## src/rtl/alu_share_arbiter.sv

```systemverilog
// Two-requester front end for one shared ALU: round-robin grant, operand latch,
// one-cycle evaluation and a held, id-tagged response until the consumer takes it.
module alu_share_arbiter #(
  parameter int DATA_WIDTH = 32
) (
  input  logic                  clk,
  input  logic                  rst,
  input  logic                  req0_valid,
  output logic                  req0_ready,
  input  logic [DATA_WIDTH-1:0] req0_a,
  input  logic [DATA_WIDTH-1:0] req0_b,
  input  logic [2:0]            req0_op,
  input  logic                  req1_valid,
  output logic                  req1_ready,
  input  logic [DATA_WIDTH-1:0] req1_a,
  input  logic [DATA_WIDTH-1:0] req1_b,
  input  logic [2:0]            req1_op,
  output logic                  resp_valid,
  input  logic                  resp_ready,
  output logic                  resp_id,
  output logic [DATA_WIDTH-1:0] resp_result,
  output logic                  resp_overflow,
  output logic                  resp_carryout,
  output logic                  resp_zero,
  output logic                  resp_err
);

  localparam logic [2:0] OP_AND = 3'b000;
  localparam logic [2:0] OP_OR  = 3'b001;
  localparam logic [2:0] OP_ADD = 3'b010;
  localparam logic [2:0] OP_SUB = 3'b110;
  localparam logic [2:0] OP_SLT = 3'b111;

  typedef enum logic [1:0] {S_IDLE, S_EXEC, S_RESP} state_t;

  state_t                r_state;
  state_t                w_next_state;
  logic                  r_last_grant;
  logic [DATA_WIDTH-1:0] r_a;
  logic [DATA_WIDTH-1:0] r_b;
  logic [2:0]            r_op;
  logic                  r_id;

  logic                  w_grant_sel;
  logic                  w_accept;
  logic [DATA_WIDTH:0]   w_sum;
  logic [DATA_WIDTH:0]   w_diff;
  logic                  w_add_ovf;
  logic                  w_sub_ovf;
  logic [DATA_WIDTH-1:0] w_alu_result;
  logic                  w_alu_ovf;
  logic                  w_alu_cout;
  logic                  w_alu_zero;
  logic                  w_op_legal;

  // A lone requester wins outright; otherwise the one not served last time.
  assign w_grant_sel = (req0_valid ^ req1_valid) ? req1_valid : ~r_last_grant;
  assign w_accept    = (r_state == S_IDLE) && (w_grant_sel ? req1_valid : req0_valid);

  // NOTE: state and datapath registers use non-blocking assignments so every
  // flop samples pre-edge values, independent of block ordering.
  always_ff @(posedge clk or posedge rst) begin
    if (rst) r_state <= S_IDLE;
    else     r_state <= w_next_state;
  end

  // NOTE: every combinational output gets a default before the case, so no
  // path leaves it unassigned and no latch is inferred.
  always_comb begin
    w_next_state = r_state;
    case (r_state)
      S_IDLE:  if (w_accept) w_next_state = S_EXEC;
      S_EXEC:  w_next_state = S_RESP;
      S_RESP:  if (resp_ready) w_next_state = S_IDLE;
      default: w_next_state = S_IDLE;
    endcase
  end

  always_comb begin
    req0_ready = 1'b0;
    req1_ready = 1'b0;
    resp_valid = 1'b0;
    case (r_state)
      S_IDLE: begin
        req0_ready = ~w_grant_sel;
        req1_ready = w_grant_sel;
      end
      S_RESP:  resp_valid = 1'b1;
      default: ;
    endcase
  end

  // The shared ALU: driven only from the operand registers.
  assign w_sum     = {1'b0, r_a} + {1'b0, r_b};
  assign w_diff    = {1'b0, r_a} + {1'b0, ~r_b} + {{DATA_WIDTH{1'b0}}, 1'b1};
  assign w_add_ovf = (r_a[DATA_WIDTH-1] == r_b[DATA_WIDTH-1]) &&
                     (w_sum[DATA_WIDTH-1] != r_a[DATA_WIDTH-1]);
  assign w_sub_ovf = (r_a[DATA_WIDTH-1] != r_b[DATA_WIDTH-1]) &&
                     (w_diff[DATA_WIDTH-1] != r_a[DATA_WIDTH-1]);

  always_comb begin : alu
    w_alu_result = '0;
    w_alu_ovf    = 1'b0;
    w_alu_cout   = 1'b0;
    case (r_op)
      OP_AND: w_alu_result = r_a & r_b;
      OP_OR:  w_alu_result = r_a | r_b;
      OP_ADD: begin
        w_alu_result = w_sum[DATA_WIDTH-1:0];
        w_alu_ovf    = w_add_ovf;
        w_alu_cout   = w_sum[DATA_WIDTH];
      end
      OP_SUB: begin
        w_alu_result = w_diff[DATA_WIDTH-1:0];
        w_alu_ovf    = w_sub_ovf;
        w_alu_cout   = w_diff[DATA_WIDTH];
      end
      OP_SLT: begin
        // Signed less-than is the sign of A-B corrected by its overflow.
        w_alu_result = {{(DATA_WIDTH-1){1'b0}}, w_diff[DATA_WIDTH-1] ^ w_sub_ovf};
        w_alu_ovf    = w_sub_ovf;
        w_alu_cout   = w_diff[DATA_WIDTH];
      end
      default: ;
    endcase
  end

  assign w_alu_zero = (w_alu_result == '0);
  assign w_op_legal = (r_op == OP_AND) || (r_op == OP_OR) || (r_op == OP_ADD) ||
                      (r_op == OP_SUB) || (r_op == OP_SLT);

  // NOTE: operand and response registers are reset explicitly so that
  // an aborted operation leaves nothing visible behind.
  always_ff @(posedge clk or posedge rst) begin
    if (rst) begin
      r_last_grant  <= 1'b1;
      r_a           <= '0;
      r_b           <= '0;
      r_op          <= '0;
      r_id          <= 1'b0;
      resp_id       <= 1'b0;
      resp_result   <= '0;
      resp_overflow <= 1'b0;
      resp_carryout <= 1'b0;
      resp_zero     <= 1'b0;
      resp_err      <= 1'b0;
    end else begin
      if (w_accept) begin
        r_a          <= w_grant_sel ? req1_a  : req0_a;
        r_b          <= w_grant_sel ? req1_b  : req0_b;
        r_op         <= w_grant_sel ? req1_op : req0_op;
        r_id         <= w_grant_sel;
        r_last_grant <= w_grant_sel;
      end
      if (r_state == S_EXEC) begin
        resp_id       <= r_id;
        resp_result   <= w_op_legal ? w_alu_result : '0;
        resp_overflow <= w_op_legal & w_alu_ovf;
        resp_carryout <= w_op_legal & w_alu_cout;
        resp_zero     <= w_op_legal & w_alu_zero;
        resp_err      <= ~w_op_legal;
      end
    end
  end

endmodule

```

## config.mk

```make
export PLATFORM = sky130hd
export DESIGN_NAME = alu_share_arbiter
export DESIGN_NICKNAME = d
export VERILOG_FILES = /design/src/rtl/alu_share_arbiter.sv
export SDC_FILE = /design/constraint.sdc
export NUM_CORES = 1
export LEC_CHECK = 0
export CORE_UTILIZATION = 50
export DETAILED_ROUTE_END_ITERATION = 7
export HOLD_SLACK_MARGIN = 0.06
export PLACE_DENSITY_LB_ADDON = 0.3
export SLEW_MARGIN = 15
export SYNTH_ARGS = -nofsm -noshare
export SYNTH_HDL_FRONTEND = slang
export SYNTH_SLANG_ARGS = --single-unit
```

## constraint.sdc

```tcl
create_clock -name clk -period 4.7 [get_ports clk]
set_input_delay 0.47 -clock clk [delete_from_list [all_inputs] [get_ports clk]]
set_output_delay 0.47 -clock clk [all_outputs]
set_load 0.02 [all_outputs]
```

* After elaboration in Yosys (flattened, before gate mapping)
Cells that the tools add are included.
** Storage, ports and cells
- Output and inout bits :: 40
- Flip-flop bits (word level) :: 108
** Cells by class
- Eq/ne operators :: 12
- Reductions and logical operators :: 12
- Multiplexer cells :: 15
- Bitwise operators :: 11
- Add/subtract/negate cells :: 3
** Operator list (number)
- $pmux W32 S5 :: 1
- $mux W32 :: 3
- $add A32 B32 Y33 :: 2
- $add A33 B1 Y33 const B :: 1
- $and A32 B32 Y32 :: 1
- $logic_not A32 Y1 :: 1
- $not A32 Y32 :: 1
- $or A32 B32 Y32 :: 1
- $eq A3 B3 Y1 const B :: 2
- $pmux W2 S3 :: 1
- $mux W1 :: 5
- $logic_or A1 B1 Y1 :: 4
- $mux W2 :: 2
- $ne A2 B2 Y1 const B :: 2
- $pmux W1 S2 :: 2
- $and A1 B1 Y1 :: 3
- $eq A3 B1 Y1 const B :: 1
- $eq A3 B2 Y1 const B :: 1
- $logic_and A1 B1 Y1 :: 3
- $logic_not A3 Y1 :: 1
- $mux W3 :: 1
- $ne A1 B1 Y1 :: 3
- $not A1 Y1 :: 3
- $eq A2 B1 Y1 const B :: 1
- other kinds (6) :: 7

* Longest topological paths before layout
- Depth in word-level cells :: 9
- Gate-level depth with buffers :: 22
- Gate-level depth less buffers :: 21

* Worst setup path before layout
OpenSTA, ideal clock, no wires.
- Kind :: register to register
- From :: register r_a[1]
- To :: register resp_zero
- Stages on the path, launching flop included :: 22
- Path slack :: -0.058 ns
- Path buffers :: 0
- Library setup time :: 0.066 ns
- Arrival time :: 4.692 ns
- Path through :: dfrtp_1 -> inv_1 -> ha_1 -> o21ba_2 -> or4_4 -> a2111oi_4 -> o211ai_2 -> nor3_2 -> a31o_2 -> a31oi_1 -> o21bai_1 -> fa_1 -> o221ai_1 -> o21ai_0 -> inv_1 -> or4_1 -> or4_1 -> nor4_1 -> and4_1 -> and4_1 -> and4_1 -> a41o_1
** On the way
- Cells in the longest elaborated chain, start to end :: 8
** RTL lines
- from (decl) :: RTL line 39 : logic [DATA_WIDTH-1:0] r_a;
- from (signal assigned) :: RTL line 149 : r_a <= w_grant_sel ? req1_a : req0_a;
- $add A32 B32 Y33 :: RTL line 95 : assign w_diff = {1'b0, r_a} + {1'b0, ~r_b} + {{DATA_WIDTH{1'b0}}, 1'b1};
- $add A33 B1 Y33 :: RTL line 95
- $ne A1 B1 Y1 :: RTL line 99 : (w_diff[DATA_WIDTH-1] != r_a[DATA_WIDTH-1]);
- $logic_and A1 B1 Y1 :: RTL line 98 : assign w_sub_ovf = (r_a[DATA_WIDTH-1] != r_b[DATA_WIDTH-1]) &&
- $xor A1 B1 Y1 :: RTL line 120 : w_alu_result = {{(DATA_WIDTH-1){1'b0}}, w_diff[DATA_WIDTH-1] ^ w_sub_ovf};
- $pmux W32 S5 (*) :: RTL line 105 : case (r_op)
- $logic_not A32 Y1 (*) :: RTL line 128 : assign w_alu_zero = (w_alu_result == '0);
- $and A1 B1 Y1 (*) :: RTL line 160 : resp_zero <= w_op_legal & w_alu_zero;
- to (signal assigned) :: RTL line 160
- to (decl) :: RTL line 24 : output logic resp_zero,
Every way passes the cells marked *; elsewhere a longest branch is shown, timed or not.
A chain may end at the register's enable or synchronous reset.

* Final worst setup path
Ends and elaborated chain as after synthesis.

==> insert_results.sql <==
INSERT INTO impl_metrics (metric_group, metric, value, unit) VALUES
('status', 'outcome', 'complete, but fails checks', ''),
('status', 'violations', 'setup timing', ''),
('timing', 'finalWorstPathRequiredPeriod', '4950', 'ps'),
('power', 'power.density_cell_area', '879.0', 'nW/um2'),
('global_routing', 'antenna_found_initial', '0', ''),
('cts', 'holdBufCountCts', '0', ''),
('die', 'die_area', '21010', 'um2'),
('global_routing', 'grt_max_degree', '118', ''),
('global_routing', 'grt_remaining_overflow', '0', ''),
('yosys', 'synth_enable_flop_cells', '0', ''),
('yosys', 'synthesis.area', '10220', 'um2'),
('route', 'average_vias_per_placed_instance', '5.943', ''),
('global_routing', 'grt_pass1_wl', '54.03', 'mm'),
('timing', 'slew_headroom', '23.89', '%'),
('power', 'logic_gate_share_of_total_power', '78.5', '%'),
('cts', 'tritoncts', 'built', ''),
('yosys', 'synth.top_cells.by_area', 'sky130_fd_sc_hd__dfrtp_1 26%, sky130_fd_sc_hd__ha_1 13%, sky130_fd_sc_hd__mux2i_1 9.3%, sky130_fd_sc_hd__o21ai_0 6.8%, sky130_fd_sc_hd__nand2_1 6.5%', ''),
('final_layout', 'antennaDiodeCount', '0', ''),
('power', 'power_frac_seq', '14.9', '%'),
('setup_path', 'worst-path-max-fanout', '2', ''),
('power', 'clock_power_share', '6.7', '%'),
('place', 'portBuffers', '178', ''),
('route', 'route.vias.total', '10610', ''),
('cts', 'tritoncts_num_sinks', '108', ''),
('power', 'power.leakage', '0.006080', 'uW'),
('route', 'drtPass1Iterations', '7', ''),
('timing', 'setup-violations-final', '2', ''),
('global_routing', 'via_count_of_the_first_global_routing_pass', '10120', ''),
('global_routing', 'grtUsageTotal', '32.08', '%'),
('setup_path', 'setup.worst_path.start_class', 'register', ''),
('route', 'drc', '0', ''),
('final_layout', 'drive_gt1_share', '12.89', '%'),
('final_layout', 'layout.filler_cells', '1632', ''),
('yosys', 'synth_warnings', '0', ''),
('setup_path', 'worst_endpoint_data_arrival_time', '5260', 'ps'),
('yosys', 'synth.yosys.seq_area_share', '26.46', '%'),
('cts', 'ctsLongestPathBuffers', '2', ''),
('route', 'routed_wirelength', '33.84', 'mm'),
('final_layout', 'multi_input_area', '6955', 'um2'),
('timing', 'timing.hold.ws', '482.8', 'ps'),
('timing', 'report.final.hold_viol_count', '0', ''),
('place', 'gp_routability_congestion', '0.9585', ''),
('power', 'sw_share', '53.32', '%'),
('power', 'internal_power', '5501', 'uW'),
('yosys', 'ys_async_sr_fraction', '100.0', '%'),
('die', 'die_width', '145.0', 'um'),
('cts', 'clkSlewWorstSetupHoldPaths', '80', 'ps'),
('setup_path', 'worst-endpoint-required', '5010', 'ps'),
('final_layout', 'instances_no_fill', '1785', ''),
('timing', 'fin_skew', '11.76', 'ps'),
('die', 'rows', '51', ''),
('yosys', 'synth_area_per_cell', '7.916', 'um2'),
('setup_path', 'r2r_slack', '-250', 'ps'),
('die', 'floorplan.io_pins', '179', ''),
('route', 'drt_iter0_drc', '790', ''),
('timing', 'timing.fmax', '202.0', 'MHz'),
('cts', 'insertion_delay', '370', 'ps'),
('timing', 'period_share', '105.3', '%'),
('setup_path', 'timing.setup.critical_path_class', 'reg2reg', ''),
('yosys', 'synth.net_count', '1536', ''),
('cts', 'clock_tree.htree_level_count', '3', ''),
('timing', 'setup_tns', '-375.1', 'ps'),
('power', 'power_switching', '6283', 'uW'),
('cts', 'cts_inserted_buffers', '9', ''),
('cts', 'cts.root.buffer_cell', 'sky130_fd_sc_hd__clkbuf_16', ''),
('yosys', 'synth_ff_type', 'sky130_fd_sc_hd__dfrtp_1', ''),
('die', 'floorplan.initialDensity', '51.83', '%'),
('timing', 'worst_setup_slack_after_layout', '-250.4', 'ps'),
('setup_path', 'cp-end-kind', 'register', ''),
('yosys', 'synth_largest_area_cell', 'sky130_fd_sc_hd__dfrtp_1', ''),
('timing', 'drv_slew', '0', '');
==> area by class of cell <==
type | instances | area share, %
sequential | 108 | 20.19
clock inverter | 6 | 0.4480
clock buffer | 10 | 1.708
inverter | 119 | 3.350
tap | 265 | 2.473
multi-input combinational | 985 | 51.88
timing repair buffer | 292 | 19.95
==> cells by family after synthesis <==
family | Yosys count | synth area share (%)
AND/OR/NAND/NOR | 375 | 17.24
AO/OA/AOI/OAI | 383 | 23.84
flip-flops | 108 | 26.46
adder cells (fa/ha/maj) | 106 | 13.20
buffers and inverters | 198 | 7.566
XOR/XNOR | 19 | 1.628
multiplexers | 102 | 10.08
==> synth_stat cells (all sizes together) (9+ instances only) <==
cell and n:
o211ai 10, nor2b 12, a31oi 15, clkbuf 54, xnor2 14, dfrtp 107, a22oi 12, a211oi 21
o21bai 10, mux2i 95, and4 9, inv 119, nor3 21, or3 10, nand3 17, o21ai 146
buf 25, nand2b 9, nor4 12, nand4 11, a21o 11, ha 103, nor2 68, o31ai 12
a21oi 80, nand2 176
==> power groups by stage <==
stage	clock network [uW]	logic, uW	registers [uW]
2_1_floorplan	0	5450	1780
3_3_place_gp	0	8220	1720
3_5_place_dp	0	8310	1760
4_1_cts	797	8610	1740
5_1_grt	825	10000	1810
6_report	784	9250	1750
==> metal layers <==
| metal | global-route usage, % | vias to the layer above | part of all wire (%) |
|---|---|---|---|
| met2 | 51.66 | 493 | 45 |
| li1 | - | 4999 | - |
| met3 | 4.717 | 58 | 7.6 |
| met4 | 10.11 | 0 | 2.4 |
| met1 | 44.09 | 5059 | 45 |
| met5 | 0 | - | 0 |
==> worst paths after layout <==
| kind | cells after the start | from | to |
|---|---|---|---|
| max reg2reg | 21 | r_a[1]$_DFFE_PP0P_ | resp_zero$_DFFE_PP0N_ |
| min | 2 | r_last_grant$_DFFE_PP1P_ | r_last_grant$_DFFE_PP1P_ |
| max in group asynchronous | 3 | rst | r_a[10]$_DFFE_PP0P_ |
| min in group asynchronous | 2 | rst | r_a[17]$_DFFE_PP0P_ |
| max | 21 | r_a[1]$_DFFE_PP0P_ | resp_zero$_DFFE_PP0N_ |
| min reg2reg | 2 | r_last_grant$_DFFE_PP1P_ | r_last_grant$_DFFE_PP1P_ |
==> state kept, by name (all words and copies together) (netlist names) <==
| name | count |
|---|---|
| r_state | 2 |
| r_a | 32 |
| r_b | 32 |
| resp_err | 1 |
| r_id | 1 |
| resp_result | 32 |
| resp_zero | 1 |
| resp_carryout | 1 |
| r_last_grant | 1 |
| resp_overflow | 1 |
| r_op | 3 |
| resp_id | 1 |
==> critical path: stages, from the launching register on <==
cell	delay (ps)
sky130_fd_sc_hd__dfrtp_1	390
sky130_fd_sc_hd__inv_2	90
sky130_fd_sc_hd__ha_4	210
sky130_fd_sc_hd__o21ba_4	200
sky130_fd_sc_hd__or4_4	440
sky130_fd_sc_hd__a2111oi_4	350
sky130_fd_sc_hd__o211ai_2	160
sky130_fd_sc_hd__nor3_2	240
sky130_fd_sc_hd__a31o_2	220
sky130_fd_sc_hd__a31oi_1	80
sky130_fd_sc_hd__o21bai_1	190
sky130_fd_sc_hd__fa_2	250
sky130_fd_sc_hd__o221ai_2	90
sky130_fd_sc_hd__o21ai_1	120
sky130_fd_sc_hd__inv_1	70
sky130_fd_sc_hd__or4_4	410
sky130_fd_sc_hd__or4_4	510
sky130_fd_sc_hd__nor4_4	140
sky130_fd_sc_hd__and4_1	210
sky130_fd_sc_hd__and4_1	170
sky130_fd_sc_hd__and4_1	190
sky130_fd_sc_hd__a41o_1	150
==> through the flow <==
step | worst slack (ps) | total power [uW] | area, um2
global route | -475.2 | 12660 | 13410
CTS | -459.5 | 11150 | 13110
floorplan | -28.70 | 7230 | 10220
global placement | -251.6 | 9942 | 12620
detailed placement | -474.1 | 10060 | 12620
finish | -250.4 | 11780 | 13410
==> timing repair <==
action                     in CTS  in global routing
pin swaps                      15                 14
setup buffers                  18                 17
setup endpoints to repair       1                  2
resized for setup              14                 40
No activity file was read; power rests on OpenSTA's default activity.
